### src/rtl/rgb_ycbcr_pkg.sv
// rtl/rgb_ycbcr_pkg.sv - BT.601 Q8 coefficients and mode encodings for the RGB to YCbCr pipe
package rgb_ycbcr_pkg;

    localparam logic MODE_FULL   = 1'b0;
    localparam logic MODE_STUDIO = 1'b1;

    localparam int ROUND_Q8 = 128;

    localparam int FULL_Y_R  = 77;
    localparam int FULL_Y_G  = 150;
    localparam int FULL_Y_B  = 29;
    localparam int FULL_CB_R = -43;
    localparam int FULL_CB_G = -85;
    localparam int FULL_CB_B = 128;
    localparam int FULL_CR_R = 128;
    localparam int FULL_CR_G = -107;
    localparam int FULL_CR_B = -21;

    localparam int STU_Y_R  = 66;
    localparam int STU_Y_G  = 129;
    localparam int STU_Y_B  = 25;
    localparam int STU_CB_R = -38;
    localparam int STU_CB_G = -74;
    localparam int STU_CB_B = 112;
    localparam int STU_CR_R = 112;
    localparam int STU_CR_G = -94;
    localparam int STU_CR_B = -18;

    // idx = 3*component + channel, component order Y/Cb/Cr, channel order R/G/B
    function automatic int coef(input logic mode, input int idx);
        case (idx)
            0:       return (mode == MODE_STUDIO) ? STU_Y_R  : FULL_Y_R;
            1:       return (mode == MODE_STUDIO) ? STU_Y_G  : FULL_Y_G;
            2:       return (mode == MODE_STUDIO) ? STU_Y_B  : FULL_Y_B;
            3:       return (mode == MODE_STUDIO) ? STU_CB_R : FULL_CB_R;
            4:       return (mode == MODE_STUDIO) ? STU_CB_G : FULL_CB_G;
            5:       return (mode == MODE_STUDIO) ? STU_CB_B : FULL_CB_B;
            6:       return (mode == MODE_STUDIO) ? STU_CR_R : FULL_CR_R;
            7:       return (mode == MODE_STUDIO) ? STU_CR_G : FULL_CR_G;
            default: return (mode == MODE_STUDIO) ? STU_CR_B : FULL_CR_B;
        endcase
    endfunction

endpackage

### src/rtl/rgb_ycbcr_pipe_if.sv
// rtl/rgb_ycbcr_pipe_if.sv - pixel in/out handshake bundle for the RGB to YCbCr pipe
interface rgb_ycbcr_pipe_if #(
    parameter int DATA_W = 8
);
    logic [DATA_W-1:0] red_ch;
    logic [DATA_W-1:0] green_ch;
    logic [DATA_W-1:0] blue_ch;
    logic              mode;
    logic              in_last;
    logic              in_valid;
    logic              in_ready;
    logic [DATA_W-1:0] luma_ch;
    logic [DATA_W-1:0] cb_ch;
    logic [DATA_W-1:0] cr_ch;
    logic              skin;
    logic              out_last;
    logic              out_valid;
    logic              out_ready;

    modport master (
        output red_ch, green_ch, blue_ch, mode, in_last, in_valid, out_ready,
        input  in_ready, luma_ch, cb_ch, cr_ch, skin, out_last, out_valid
    );

    modport slave (
        input  red_ch, green_ch, blue_ch, mode, in_last, in_valid, out_ready,
        output in_ready, luma_ch, cb_ch, cr_ch, skin, out_last, out_valid
    );
endinterface

### src/rtl/rgb_ycbcr_sat.sv
// rtl/rgb_ycbcr_sat.sv - clamp a signed value into the unsigned DATA_W range
module rgb_ycbcr_sat #(
    parameter int IN_W   = 20,
    parameter int DATA_W = 8
) (
    input  logic signed [IN_W-1:0] val,
    output logic [DATA_W-1:0]      sat
);
    localparam logic signed [IN_W-1:0] MAX_V = IN_W'((1 << DATA_W) - 1);

    always_comb begin
        sat = val[DATA_W-1:0];
        if (val[IN_W-1]) begin
            sat = '0;
        end else if (val > MAX_V) begin
            sat = '1;
        end
    end
endmodule

### src/rtl/rgb_ycbcr_pipe.sv
// rtl/rgb_ycbcr_pipe.sv - 3-stage BT.601 RGB to YCbCr converter with skin-tone flag
module rgb_ycbcr_pipe
    import rgb_ycbcr_pkg::*;
#(
    parameter int DATA_W = 8,
    parameter int CB_MIN = 77,
    parameter int CB_MAX = 127,
    parameter int CR_MIN = 133,
    parameter int CR_MAX = 173
) (
    input  logic           clk,
    input  logic           rst,
    rgb_ycbcr_pipe_if.slave bus
);
    localparam int PW = DATA_W + 10;
    localparam int SW = DATA_W + 12;
    localparam int K  = 1 << (DATA_W - 8);
    localparam logic signed [SW-1:0] OFS_C = SW'(1 << (DATA_W - 1));
    localparam logic signed [SW-1:0] OFS_Y = SW'(16 * K);
    localparam logic [DATA_W-1:0] CB_LO = DATA_W'(CB_MIN * K);
    localparam logic [DATA_W-1:0] CB_HI = DATA_W'(CB_MAX * K);
    localparam logic [DATA_W-1:0] CR_LO = DATA_W'(CR_MIN * K);
    localparam logic [DATA_W-1:0] CR_HI = DATA_W'(CR_MAX * K);

    logic advance;
    assign advance      = !bus.out_valid || bus.out_ready;
    assign bus.in_ready = advance;

    logic signed [PW-1:0] chan [3];
    logic signed [PW-1:0] prod_d [9];
    logic signed [PW-1:0] s1_prod [9];
    logic                 s1_valid, s1_last, s1_mode;

    always_comb begin
        chan[0] = PW'(bus.red_ch);
        chan[1] = PW'(bus.green_ch);
        chan[2] = PW'(bus.blue_ch);
        for (int i = 0; i < 9; i++) begin
            prod_d[i] = PW'(coef(bus.mode, i)) * chan[i % 3];
        end
    end

    logic signed [SW-1:0] s2_sum [3];
    logic                 s2_valid, s2_last, s2_mode;

    // Stage 3 combinational path: floor shift, offsets, clamp, skin window
    logic signed [SW-1:0] pre [3];
    logic [DATA_W-1:0]    sat_y, sat_cb, sat_cr;
    logic                 skin_d;

    always_comb begin
        pre[0] = (s2_sum[0] >>> 8) + ((s2_mode == MODE_STUDIO) ? OFS_Y : '0);
        pre[1] = (s2_sum[1] >>> 8) + OFS_C;
        pre[2] = (s2_sum[2] >>> 8) + OFS_C;
    end

    rgb_ycbcr_sat #(.IN_W(SW), .DATA_W(DATA_W)) u_sat_y  (.val(pre[0]), .sat(sat_y));
    rgb_ycbcr_sat #(.IN_W(SW), .DATA_W(DATA_W)) u_sat_cb (.val(pre[1]), .sat(sat_cb));
    rgb_ycbcr_sat #(.IN_W(SW), .DATA_W(DATA_W)) u_sat_cr (.val(pre[2]), .sat(sat_cr));

    assign skin_d = (sat_cb >= CB_LO) && (sat_cb <= CB_HI) &&
                    (sat_cr >= CR_LO) && (sat_cr <= CR_HI);

    always_ff @(posedge clk) begin
        if (rst) begin
            s1_valid      <= 1'b0;
            s2_valid      <= 1'b0;
            bus.out_valid <= 1'b0;
            bus.out_last  <= 1'b0;
            bus.luma_ch   <= '0;
            bus.cb_ch     <= '0;
            bus.cr_ch     <= '0;
            bus.skin      <= 1'b0;
        end else if (advance) begin
            s1_valid <= bus.in_valid;
            s1_last  <= bus.in_last;
            s1_mode  <= bus.mode;
            for (int i = 0; i < 9; i++) begin
                s1_prod[i] <= prod_d[i];
            end
            s2_valid <= s1_valid;
            s2_last  <= s1_last;
            s2_mode  <= s1_mode;
            for (int j = 0; j < 3; j++) begin
                s2_sum[j] <= SW'(s1_prod[3*j]) + SW'(s1_prod[3*j+1]) +
                             SW'(s1_prod[3*j+2]) + SW'(ROUND_Q8);
            end
            bus.out_valid <= s2_valid;
            bus.out_last  <= s2_last;
            bus.luma_ch   <= sat_y;
            bus.cb_ch     <= sat_cb;
            bus.cr_ch     <= sat_cr;
            bus.skin      <= skin_d;
        end
    end
endmodule

### src/flat_wrapper.sv
// flat-port wrapper written by rule: the top's interface ports become plain ports
module rgb_ycbcr_pipe_flat import rgb_ycbcr_pkg::*;
#(
    parameter int DATA_W = 8,
    parameter int CB_MIN = 77,
    parameter int CB_MAX = 127,
    parameter int CR_MIN = 133,
    parameter int CR_MAX = 173
)
  (clk, rst, bus_red_ch, bus_green_ch, bus_blue_ch, bus_mode, bus_in_last, bus_in_valid, bus_out_ready, bus_in_ready, bus_luma_ch, bus_cb_ch, bus_cr_ch, bus_skin, bus_out_last, bus_out_valid);
  rgb_ycbcr_pipe_if #(.DATA_W(DATA_W)) bus_i ();
  input  logic clk;
  input  logic rst;
  input wire logic [$bits(bus_i.red_ch)-1:0] bus_red_ch;
  input wire logic [$bits(bus_i.green_ch)-1:0] bus_green_ch;
  input wire logic [$bits(bus_i.blue_ch)-1:0] bus_blue_ch;
  input wire logic [$bits(bus_i.mode)-1:0] bus_mode;
  input wire logic [$bits(bus_i.in_last)-1:0] bus_in_last;
  input wire logic [$bits(bus_i.in_valid)-1:0] bus_in_valid;
  input wire logic [$bits(bus_i.out_ready)-1:0] bus_out_ready;
  output wire logic [$bits(bus_i.in_ready)-1:0] bus_in_ready;
  output wire logic [$bits(bus_i.luma_ch)-1:0] bus_luma_ch;
  output wire logic [$bits(bus_i.cb_ch)-1:0] bus_cb_ch;
  output wire logic [$bits(bus_i.cr_ch)-1:0] bus_cr_ch;
  output wire logic [$bits(bus_i.skin)-1:0] bus_skin;
  output wire logic [$bits(bus_i.out_last)-1:0] bus_out_last;
  output wire logic [$bits(bus_i.out_valid)-1:0] bus_out_valid;
  assign bus_i.red_ch = bus_red_ch;
  assign bus_i.green_ch = bus_green_ch;
  assign bus_i.blue_ch = bus_blue_ch;
  assign bus_i.mode = bus_mode;
  assign bus_i.in_last = bus_in_last;
  assign bus_i.in_valid = bus_in_valid;
  assign bus_i.out_ready = bus_out_ready;
  assign bus_in_ready = bus_i.in_ready;
  assign bus_luma_ch = bus_i.luma_ch;
  assign bus_cb_ch = bus_i.cb_ch;
  assign bus_cr_ch = bus_i.cr_ch;
  assign bus_skin = bus_i.skin;
  assign bus_out_last = bus_i.out_last;
  assign bus_out_valid = bus_i.out_valid;
  rgb_ycbcr_pipe #(.DATA_W(DATA_W), .CB_MIN(CB_MIN), .CB_MAX(CB_MAX), .CR_MIN(CR_MIN), .CR_MAX(CR_MAX)) u_core (.clk(clk), .rst(rst), .bus(bus_i));
endmodule
### config.mk
export PLATFORM = sky130hd
export DESIGN_NAME = rgb_ycbcr_pipe_flat
export DESIGN_NICKNAME = d
export VERILOG_FILES = /design/src/rtl/rgb_ycbcr_pkg.sv /design/src/rtl/rgb_ycbcr_pipe_if.sv /design/src/rtl/rgb_ycbcr_sat.sv /design/src/rtl/rgb_ycbcr_pipe.sv /design/src/flat_wrapper.sv
export SDC_FILE = /design/constraint.sdc
export NUM_CORES = 1
export LEC_CHECK = 0
export ABC_CLOCK_PERIOD_IN_PS = 12500
export CAP_MARGIN = 20
export CORE_ASPECT_RATIO = 1.25
export CORE_MARGIN = 1
export CORE_UTILIZATION = 30
export CTS_CLUSTER_DIAMETER = 40
export DETAILED_ROUTE_END_ITERATION = 7
export PLACE_DENSITY = 0.5
export SYNTH_ARGS = -nofsm -noshare
export SYNTH_HDL_FRONTEND = slang
export SYNTH_HIERARCHICAL = 1
export SYNTH_SLANG_ARGS = --single-unit
### constraint.sdc
create_clock -name clk -period 12.5 [get_ports clk]
set_clock_uncertainty 0.1 [all_clocks]
set_input_delay 1.875 -clock clk [delete_from_list [all_inputs] [get_ports clk]]
set_output_delay 1.875 -clock clk [all_outputs]
set_load 0.005 [all_outputs]
==> impl_metrics.toml <==
[synthesis]
synth_top_family_by_area = "adder cells"
synth.most_common_cell = "ha_1"
synth-seq-cells = 198
synth_compound_area_share_pct = 9.11
synth.distinct_cells = 71
synth.area.mux_share_pct = 0.154
synth_xor_area_share_pct = 5.45
synthTopCellsByArea = "ha_1 (25%), edfxtp_1 (24%), fa_1 (17%), inv_1 (7.0%), xnor2_1 (3.7%)"
ys_async_sr_fraction_pct = 0
synth_warnings = 6
syn_inst = 1998
seq_area_frac_synth_pct = 26.8
yosysTopAreaCell = "ha_1"
synth_edf_count = 169
synth_area_per_cell_sq_um = 10.5
synth.top_cell.area_share_pct = 25.2
synth-simple-area-share_pct = 8.54
netlist_area_sq_um = 21100
synth_ff_type = "edfxtp_1"
synthAdderAreaFrac_pct = 42.4
synth.cells.most_frequent = "ha_1 (424), inv_1 (391), fa_1 (181), edfxtp_1 (169), nand2_1 (118)"

[detailed_routing]
via_per_inst = 4.49
drt-total-wl_mm = 47.8
initialDrtViolationCount = 401
drc_errors = 0
ant_nets = 0
drtPass1Iterations = 4
avgRoutedWirePerCell_um = 15.8
routed-via-count = 13597

[setup_path]
cp-start-kind = "primary input"
r2r-start = "u_core/s1_prod[0][104]"
crit_required_ps = 12610
path_class = "in2reg"
cp.arrival_ps = 6780
endpoint_kind = "register"
crit_path_max_fanout = 10
critPathLaunch = "bus_green_ch[4]"

[finish]
drive_gt1_share_pct = 3.73
nFillCells = 7129
final_cells = 3025
fin_area_sq_um = 23400
fin_nets = 2711
syn2layout_area_growth_pct = 11.2

[clock_network]
cts_resized = 0
cts_buffers = 17
cts.clk_slew.worst_paths_ps = 80
clockBufferDepth = 2
clock_latency_ps = 460
postCtsHoldBufs = 0
cts_tree = "done"
cts_root_buf = "clkbuf_16"
postCtsSetupBuffers = 0
htree_levels = 4
cts.sinks = 198

[power_and_ir_drop]
power_mw = 5.23
max-vdd-ir-drop_uv = 143
p_leak_nw = 11.3
power_density_nw_per_um2 = 223

[timing]
period_share_pct = 53.4
tightest_slew_ps = 1070
report.final.setup_viol = 0
period_needed_ps = 6680
timing.final.max_slew_violations = 0
rsz0062_at_grt = "false"
hold_viol_final = 0
maxSlewHeadroom_pct = 28.7
max_freq_mhz = 150
hold_slack_ps = 325
tns_ps = 0

[outcome]
status = "finished clean"

[grt]
grt_start_max_net_pins = 78
grt_pass1_vias = 14481
overflow = 0
grt_usage_pct = 14.1
grt_first_pass_wirelength_mm = 76.8
antenna_found_initial = 2

[placed_design]
io_buffers = 57
hpwl_mm = 41.2
gp_congestion = 0.846
dp_cells = 2992
place_area_sq_um = 22800

[worst_hold_path]
min_from = "u_core/s1_last"
worst_hold_path_type = "reg2reg"

[floorplanning]
core_area_sq_um = 69500
die-area_sq_um = 71300
rows = 108
num_io_pins = 58
die_w_um = 239
initial_utilization_pct = 30.3
fp.dieH_um = 298

[run]
cap_viol_max_count = 0
-- sequential cells by signal, indices dropped and copies added, names as in the netlist, 8 cells and up --
signal and count:
u_core/s2_sum 34, u_core/bus.cr_ch 8, u_core/s1_prod 131, u_core/bus.luma_ch 8, u_core/bus.cb_ch 8
-- cells by family (layout without fill, tap and decap cells) --
group / after synthesis / in the layout
mux: 3 / 3
xor+xnor: 131 / 131
compound gates: 278 / 278
flops: 198 / 198
fa+ha+maj: 605 / 605
buf+inv: 420 / 485
other cells: 2 / 29
simple gates: 361 / 361
-- placed cells by master (no fill, tap or decap), drive strengths merged, types with 39 or more instances in the layout --
| master | n |
|---|---|
| xnor2 | 88 |
| nor2 | 78 |
| clkdlybuf4s50 | 56 |
| xor2 | 43 |
| edfxtp | 169 |
| o21ai | 39 |
| a21oi | 101 |
| ha | 424 |
| nand2 | 118 |
| fa | 181 |
| inv | 398 |
-- stage by stage --
stage	setup slack, ps	util (%)
4_1_cts	5810	33.7
5_1_grt	5530	33.7
2_1_floorplan	2550	-
3_5_place_dp	5330	32.9
6_report	5820	33.7
3_3_place_gp	5460	32.9
-- path summary, 6_finish.rpt --
path / end / slack, ps / depth (start not counted)
max: u_core/s1_prod[0][79] / 5820 / 18
min: u_core/s2_last / 330 / 0
min reg2reg: u_core/s2_last / 330 / 0
max reg2reg: u_core/s2_sum[0][59] / 8840 / 10
-- area by class of cell --
| class | count | area (sq um) | share of cell area, % |
|---|---|---|---|
| multi-input cells | 1406 | 13900 | 59.5 |
| flip-flops and latches | 198 | 5660 | 24.1 |
| inverters | 391 | 1470 | 6.27 |
| well taps | 935 | 1170 | 4.99 |
| repair buffers | 62 | 603 | 2.57 |
| clock buffers | 17 | 425 | 1.82 |
| clock inverters | 15 | 159 | 0.678 |
| diodes | 1 | 2.50 | 0.0107 |
-- where the power goes --
group	leakage, nW	internal [mW]	switching, mW	total, mW
clock network	0.283	0.283	0.273	0.555
registers	1.88	1.14	0.137	1.28
logic	9.10	1.46	1.93	3.40
total	11.3	2.89	2.34	5.23
-- critical path: stages --
cell             delay, ps
clkdlybuf4s50_1        770
inv_1                  260
nor2_1                 430
xnor2_1                210
fa_1                   470
ha_1                   300
inv_1                   50
fa_1                   530
inv_1                   40
ha_1                   220
fa_1                   410
a21o_1                 170
a21oi_1                220
nor2b_1                110
o41ai_2                340
o211ai_1               160
o311ai_1               120
xnor2_1                100
-- metal layers --
metal | up-vias | GRT usage [%] | part of all wire [%]
li1 | 6867 | - | -
met5 | - | 0 | 0.048
met2 | 143 | 24.7 | 50
met1 | 6513 | 16.9 | 44
met4 | 4 | 7.04 | 4.4
met3 | 70 | 1.58 | 2.0
Power figures use the tool's default switching activity.
